$ cat src/rtl/uart_rx_8n1.sv
// uart_rx_8n1 -- 8N1 UART receiver (LSB first, idle-high line).
//
// Parameters:
//   CLKS_PER_BIT  clk cycles per UART bit (legal range 4..65535)
// Ports:
//   clk        system clock, rising edge
//   rst        asynchronous active-high reset
//   uart_rx    serial line input (asynchronous to clk)
//   rx_data    last received byte, held until the next accepted byte
//   rx_valid   one-clk pulse, rx_data has just been updated
//   rx_busy    high while a frame is in progress
//   frame_err  one-clk pulse on a low stop bit
//
// Build option:
//   UART_RX_FRAME_ERR_EN  when defined, a low stop bit raises frame_err and drops
//                         the byte; when undefined, frame_err is tied low and the
//                         byte is delivered regardless of the stop bit.
module uart_rx_8n1 #(
  parameter int unsigned CLKS_PER_BIT = 1250
) (
  input  logic       clk,
  input  logic       rst,
  input  logic       uart_rx,
  output logic [7:0] rx_data,
  output logic       rx_valid,
  output logic       rx_busy,
  output logic       frame_err
);

  localparam logic [15:0] BitLast  = 16'(CLKS_PER_BIT - 1);
  localparam logic [15:0] HalfLast = 16'(CLKS_PER_BIT / 2 - 1);

  typedef enum logic [1:0] {StIdle, StStart, StData, StStop} state_e;

  state_e      state_q, state_d;
  logic [15:0] cnt_q, cnt_d;
  logic [2:0]  idx_q, idx_d;
  logic [7:0]  shift_q, shift_d;
  logic [7:0]  data_q, data_d;
  logic        valid_q, valid_d;
  // Set after a low stop sample: stay in StStop until the line returns high.
  logic        brk_q, brk_d;
  logic        meta_q, rxs_q;
`ifdef UART_RX_FRAME_ERR_EN
  logic        ferr_q, ferr_d;
`endif

  // Two-flop synchronizer; resets to the idle (high) line level.
  always_ff @(posedge clk or posedge rst) begin
    if (rst) begin
      meta_q <= 1'b1;
      rxs_q  <= 1'b1;
    end else begin
      meta_q <= uart_rx;
      rxs_q  <= meta_q;
    end
  end

  always_comb begin
    state_d = state_q;
    cnt_d   = cnt_q;
    idx_d   = idx_q;
    shift_d = shift_q;
    data_d  = data_q;
    valid_d = 1'b0;
    brk_d   = brk_q;
`ifdef UART_RX_FRAME_ERR_EN
    ferr_d  = 1'b0;
`endif
    unique case (state_q)
      StIdle: begin
        cnt_d = '0;
        idx_d = '0;
        if (!rxs_q) state_d = StStart;
      end
      StStart: begin
        if (cnt_q == HalfLast) begin
          cnt_d   = '0;
          // A high line at mid start bit is a glitch: abandon silently.
          state_d = rxs_q ? StIdle : StData;
        end else begin
          cnt_d = cnt_q + 16'd1;
        end
      end
      StData: begin
        if (cnt_q == BitLast) begin
          cnt_d          = '0;
          shift_d[idx_q] = rxs_q;
          idx_d          = idx_q + 3'd1;
          if (idx_q == 3'd7) state_d = StStop;
        end else begin
          cnt_d = cnt_q + 16'd1;
        end
      end
      StStop: begin
        if (brk_q) begin
          if (rxs_q) begin
            brk_d   = 1'b0;
            state_d = StIdle;
          end
        end else if (cnt_q == BitLast) begin
          cnt_d = '0;
          if (rxs_q) begin
            data_d  = shift_q;
            valid_d = 1'b1;
            state_d = StIdle;
          end else begin
`ifdef UART_RX_FRAME_ERR_EN
            ferr_d  = 1'b1;
`else
            data_d  = shift_q;
            valid_d = 1'b1;
`endif
            brk_d   = 1'b1;
          end
        end else begin
          cnt_d = cnt_q + 16'd1;
        end
      end
      default: state_d = StIdle;
    endcase
  end

  always_ff @(posedge clk or posedge rst) begin
    if (rst) begin
      state_q <= StIdle;
      cnt_q   <= '0;
      idx_q   <= '0;
      shift_q <= '0;
      data_q  <= '0;
      valid_q <= 1'b0;
      brk_q   <= 1'b0;
    end else begin
      state_q <= state_d;
      cnt_q   <= cnt_d;
      idx_q   <= idx_d;
      shift_q <= shift_d;
      data_q  <= data_d;
      valid_q <= valid_d;
      brk_q   <= brk_d;
    end
  end

`ifdef UART_RX_FRAME_ERR_EN
  always_ff @(posedge clk or posedge rst) begin
    if (rst) ferr_q <= 1'b0;
    else     ferr_q <= ferr_d;
  end
  assign frame_err = ferr_q;
`else
  assign frame_err = 1'b0;
`endif

  assign rx_data  = data_q;
  assign rx_valid = valid_q;
  assign rx_busy  = (state_q != StIdle);

endmodule

$ cat config.mk
export PLATFORM = sky130hd
export DESIGN_NAME = uart_rx_8n1
export DESIGN_NICKNAME = d
export VERILOG_FILES = /design/src/rtl/uart_rx_8n1.sv
export SDC_FILE = /design/constraint.sdc
export NUM_CORES = 1
export LEC_CHECK = 0
export ABC_AREA = 1
export BUFFER_PORTS_ARGS = -buffer_cell sky130_fd_sc_hd__buf_2
export CAP_MARGIN = 0
export CORE_MARGIN = 10
export CORE_UTILIZATION = 32
export CTS_CLUSTER_DIAMETER = 40
export DETAILED_ROUTE_END_ITERATION = 10
export GPL_ROUTABILITY_DRIVEN = 0
export GPL_TIMING_DRIVEN = 0
export PLACE_DENSITY_LB_ADDON = 0.1
export SLEW_MARGIN = 20
export SYNTH_ARGS = -nofsm -noshare
export SYNTH_HDL_FRONTEND = slang
export SYNTH_SLANG_ARGS = --single-unit
export TNS_END_PERCENT = 50
$ cat constraint.sdc
create_clock -name clk -period 1.39 [get_ports clk]
set_input_delay 0.0695 -clock clk [delete_from_list [all_inputs] [get_ports clk]]
set_output_delay 0.0695 -clock clk [all_outputs]
set_load 0.05 [all_outputs]
# Yosys cells after proc, flatten, opt, wreduce, memory -nomap -nowiden
# Index checks and enable logic that the tools add are counted.
dict set report totals {
  ff_bits 41
  input_bits 3
  out_inout_bits 11
  wordCells 58
}
dict set report classes {
  add_sub_neg 2
  n_lt_le_gt_ge 2
  n_eq_ne 12
  muxes 24
  bitwise_logic 1
  reduce_logical 8
}
# cell count
set ops {}
lappend ops {{16-bit one-hot mux with 4 select lines} 1}
lappend ops {{16-bit 2-to-1 mux} 3}
lappend ops {{16-bit by 1-bit adder with 16-bit output (second input constant)} 1}
lappend ops {{16-bit by 10-bit == test with 1-bit output (second input constant)} 1}
lappend ops {{16-bit by 11-bit == test with 1-bit output (second input constant)} 1}
lappend ops {{2-bit 2-to-1 mux} 8}
lappend ops {{2-bit inequality test (second input constant)} 5}
lappend ops {{8-bit bitwise mux} 1}
lappend ops {{2-bit one-hot mux with 4 select lines} 1}
lappend ops {{1-bit 2-to-1 mux} 7}
lappend ops {{3-bit one-hot mux with 2 select lines} 1}
lappend ops {{5-bit AND reduction} 1}
lappend ops {{2-bit == test (second input constant)} 2}
lappend ops {{3-bit by 4-bit < comparator with 1-bit output (second input constant)} 1}
lappend ops {{2-bit AND reduction} 2}
lappend ops {{2-bit nonzero test} 2}
lappend ops {{3-bit by 1-bit adder with 3-bit output (second input constant)} 1}
lappend ops {{1-bit demux with 3-bit select} 1}
lappend ops {{3-bit == test (second input constant)} 1}
lappend ops {{3-bit by 1-bit >= comparator with 1-bit output (second input constant)} 1}
lappend ops {{3-bit 2-to-1 mux} 1}
lappend ops {{3-bit inequality test (second input constant)} 1}
lappend ops {{3-bit AND reduction} 1}
lappend ops {{2-bit by 1-bit == test with 1-bit output (second input constant)} 1}
lappend ops {{other kinds (3)} 3}

# Logic depth before layout (Yosys ltp)
dict set report logic_depth {
  ltp_word 5
  depth_mapped 11
  depth_no_buf 11
}

# Worst setup path before layout
# No wires, ideal clock.
dict set report synth_path {
  path_type {register -> register}
  from {reg cnt_q[1]}
  to {reg shift_q[5]}
  arrival_ns 1.422
  required_time_ns 1.272
  slack_ns -0.150
  stages_incl_launch_ff 12
  path_buffers 0
  path_cell_list {dfrtp_1 inv_1 ha_1 nand3_1 nor2_1 nand2_4 nor2_8 nand2_4 clkinv_4 nand2_2 nand2_1 o21ai_2}
}
dict set report synth_between {
  elab_chain_len 2
}
# item line_no
set synth_lines {}
lappend synth_lines {{from (decl)} 36} ;# logic [15:0] cnt_q, cnt_d;
lappend synth_lines {{from (signal assigned)} 135} ;# cnt_q <= cnt_d;
lappend synth_lines {{16-bit by 11-bit == test with 1-bit output} 86} ;# if (cnt_q == BitLast) begin
lappend synth_lines {{2-bit AND reduction (no line)} n/a}
lappend synth_lines {{to (signal assigned)} 137} ;# shift_q <= shift_d;
lappend synth_lines {{to (decl)} 38} ;# logic [7:0] shift_q, shift_d;
# No other way between the ends.
# A chain may end at the register's enable or synchronous reset.

# Final worst setup path
# Ends and elaborated chain as after synthesis.

==> results.tsv <==
stage	metric	value	unit
run_status	status	finished with violations	
run_status	violated checks	negative setup slack	
power	Pwr per Cell Area	775.3	nW/um2
drt	WL final	5048	um
sta	maximum clock rate	632.7	MHz
clock_network	Clk Latency, worst-skew pair	0.30	ns
yosys	syn_nets	295	
clock_network	Max clock buf depth	2	
cells_and_area	fillers	718	
floorplan	width of the die	104.4	um
sta	Hold Vio Cnt, Final	0	
clock_network	Root Driver	clkbuf_8	
cells_and_area	Area Overhead vs Synth	28.41	%
critical_path	Worst path slowest cell	dfrtp_1	
cells_and_area	Ant. Diodes	0	
sta	final setup fails	36	
yosys	register area share after synthesis	45.16	%
cells_and_area	Multi-input gate area	1240	um2
global_routing	GRT Overall Usage	9.360	%
cells_and_area	most common cell after layout, fill and taps aside	nand2_1	
yosys	top cell type's share of synthesized area	42.86	%
place	# placed instances	396	
sta	Fin Clk Skew	0.003896	ns
power	cell internal pwr	0.001754	W
drt	DRC violations left	0	
power	Max IR drop VDD	0.0003262	V
global_routing	antenna violations before repair	0	
sta	part of the cycle the worst path needs	113.7	%
clock_network	# H-tree levels	2	
drt	DRT iter0 DRCs	75	
floorplan	I/O Pins	14	
cells_and_area	Final Non-Filler Cells	416	
sta	Setup TNS Final	-3.410	ns
cells_and_area	Layout Nets	327	
yosys	Yosys reg bits	41	
global_routing	pin count of the biggest net entering global routing	23	
drt	total number of vias	1905	
place	Final HPWL DP	3598	um
sta	min cycle time layout	1.581	ns
global_routing	global-route wire length before repair	8625	um
yosys	Post-Syn Area	2277	um2
floorplan	Starting Density	33.15	%
critical_path	crit path max fanout	5	
cells_and_area	final instance area	2924	um2
cells_and_area	most frequent cells in the layout	nand2_1, inv_1, dfrtp_1, nor2_1, nand3_1	
critical_path	cell repeated most along the worst path	nand2_4	
global_routing	vias in the first global route	1823	
yosys	synth top area cells	dfrtp_1, nand2_1, inv_1, nor2_1, nand3_1	
critical_path	crit-path cells	inv_2 -> ha_4 -> nand3_4 -> nor2_4 -> nand2_4 -> nor2_8 -> nand2_4 -> clkinv_4 -> nand2_4 -> nand2_2 -> o21ai_2	
yosys	Post-Synthesis Cells	287	
drt	routed len/inst	12.13	um
run	max-cap viol count	0	
yosys	synthesized area per cell	7.934	um2
power	Sw Pwr	0.0005130	W
drt	first drt pass iteration count	4	
global_routing	gr ovfl total	0	
clock_network	CTS Buf Count	5	
sta	setup ws final	-0.1905	ns
drt	Vias/cell	4.579	
floorplan	row cnt	30	
power	combinational power share	2.6	%
min_path	hold crit path type	in2async	
clock_network	TritonCTS clock tree	done	
critical_path	crit start category	register	
place	PortBufs	12	
critical_path	crit path DAT	1.78	ns
yosys	Ys Warns	0	
critical_path	CP endpoint kind	register	
floorplan	die height	104.4	um
floorplan	core area	6869	um2
yosys	area leader, netlist	dfrtp_1	
sta	unrepaired setup endpoints after global routing	yes	
place	Cell Area, Placed	2520	um2
power	Reg power frac	52.8	%
clock_network	CTS sink cnt	41	
yosys	Yosys cell types	32	
drt	Detail Route Antenna Nets	0	
sta	Max Transition Viols Final	0	
power	switching share of power	22.63	%
floorplan	full die area	10890	um2
critical_path	critical path class	reg2reg	
cells_and_area	share of cells above drive strength 1	36.25	%
critical_path	Worst EP required	1.58	ns
power	clock power share	44.5	%
critical_path	Critical Path Max Stage Delay	0.42	ns
clock_network	clock transition at the registers of the reported paths	0.09	ns
cells_and_area	Seq. cell area	1039	um2
power	Lkg Pwr	1.493	nW
## cell families after synthesis
logic type                 Yosys count  synth area share, %
adders and majority gates            5                2.747
xor gates and xnor gates             2               0.7694
and+or+nand+nor                    168                36.76
AOI/OAI and AO/OA                   23                5.550
buffers and inverters               47                8.846
DFF                                 41                45.16
other                                1               0.1647
## registers in the layout (all words and copies together) (netlist names), named ones only
name / flops
brk_q: 1
cnt_q: 16
idx_q: 3
meta_q: 1
rx_data: 8
rx_valid: 1
rxs_q: 1
shift_q: 8
state_q: 1
## synthesized netlist by cell type
library cell,number
buf_4,2
nor3_1,14
conb_1,1
nand4_1,7
nand3b_2,1
buf_2,2
ha_1,5
inv_1,34
a31o_2,1
xor2_1,2
dfstp_2,2
nor3_2,2
nand2_4,5
clkinv_2,2
or2_2,1
nand3_1,17
nand2_2,6
nand2_1,71
inv_2,4
o21ai_0,8
dfrtp_1,39
a21oi_1,11
clkinv_4,2
nor2_8,2
nand3_2,5
inv_4,1
o22ai_1,1
nor2_1,33
o21ai_2,1
nor2_2,3
nor3b_1,1
a22oi_1,1
## repair_timing
item                                   in CTS  in global routing
buffers inserted                            3                  8
pin swaps                                   3                  7
gates cloned                                0                  0
hold buffers                                2                  0
endpoints found under the hold margin      20                  0
resized for setup                          15                 42
setup endpoints to repair                  38                 39
## stage by stage
stage | total power, W | worst slack, ns | utilization [%] | hold slack [ns]
after floorplan | 0.001252 | -0.03988 | - | 0.07398
after global placement | 0.001265 | -0.3964 | 36.28 | 0.1752
after detailed placement | 0.001276 | -0.2956 | 36.68 | 0.1254
after CTS | 0.002301 | -0.1964 | 39.65 | 0.3360
after global routing | 0.002337 | -0.2781 | 42.57 | 0.3626
final | 0.002267 | -0.1905 | 42.57 | 0.3265
## worst paths after layout
check,startpoint,end,slack [ns],depth (start not counted)
setup / recovery,cnt_q[1],shift_q[5],-0.19,11
hold / removal,rst,rx_data[4],0.33,3
setup reg to reg,cnt_q[1],shift_q[5],-0.19,11
hold reg to reg,meta_q,rxs_q,0.36,0
max in group asynchronous,rst,rxs_q,0.51,4
min in group clk,meta_q,rxs_q,0.36,0
## layer usage
layer	up-vias	global-route usage [%]	share of wire, %
met5	-	0	0
met3	5	2.664	3.7
li1	976	-	-
met2	18	14.01	46
met4	0	3.082	1.0
met1	906	12.54	49
## layout make-up
cell class,instances,area share (%)
Buffer,3,0.8986
Clock buffer,5,2.353
Clock inverter,3,1.583
Inverter,43,6.418
Multi-Input combinational cell,199,42.40
Sequential cell,41,35.52
Tap cell,96,4.108
Timing Repair Buffer,26,6.718
## power by group through the flow
stage	clock, W	combinational [W]	sequential, W
2_1_floorplan	0	0.0000309	0.00122
3_3_place_gp	0	0.0000436	0.00122
3_5_place_dp	0	0.0000548	0.00122
4_1_cts	0.00104	0.0000597	0.00120
5_1_grt	0.00107	0.0000675	0.00120
6_report	0.00101	0.0000598	0.00120
## worst max-delay path: cells and delay by family (launching register included)
kind	cells	cell delay (ns)
adder cells (fa/ha/maj)	1	0.15
AO/OA/AOI/OAI	1	0.04
buffers and inverters	2	0.18
flip-flops	1	0.42
AND/OR/NAND/NOR	7	0.68
Note: power is estimated with default switching activity, not from simulation.
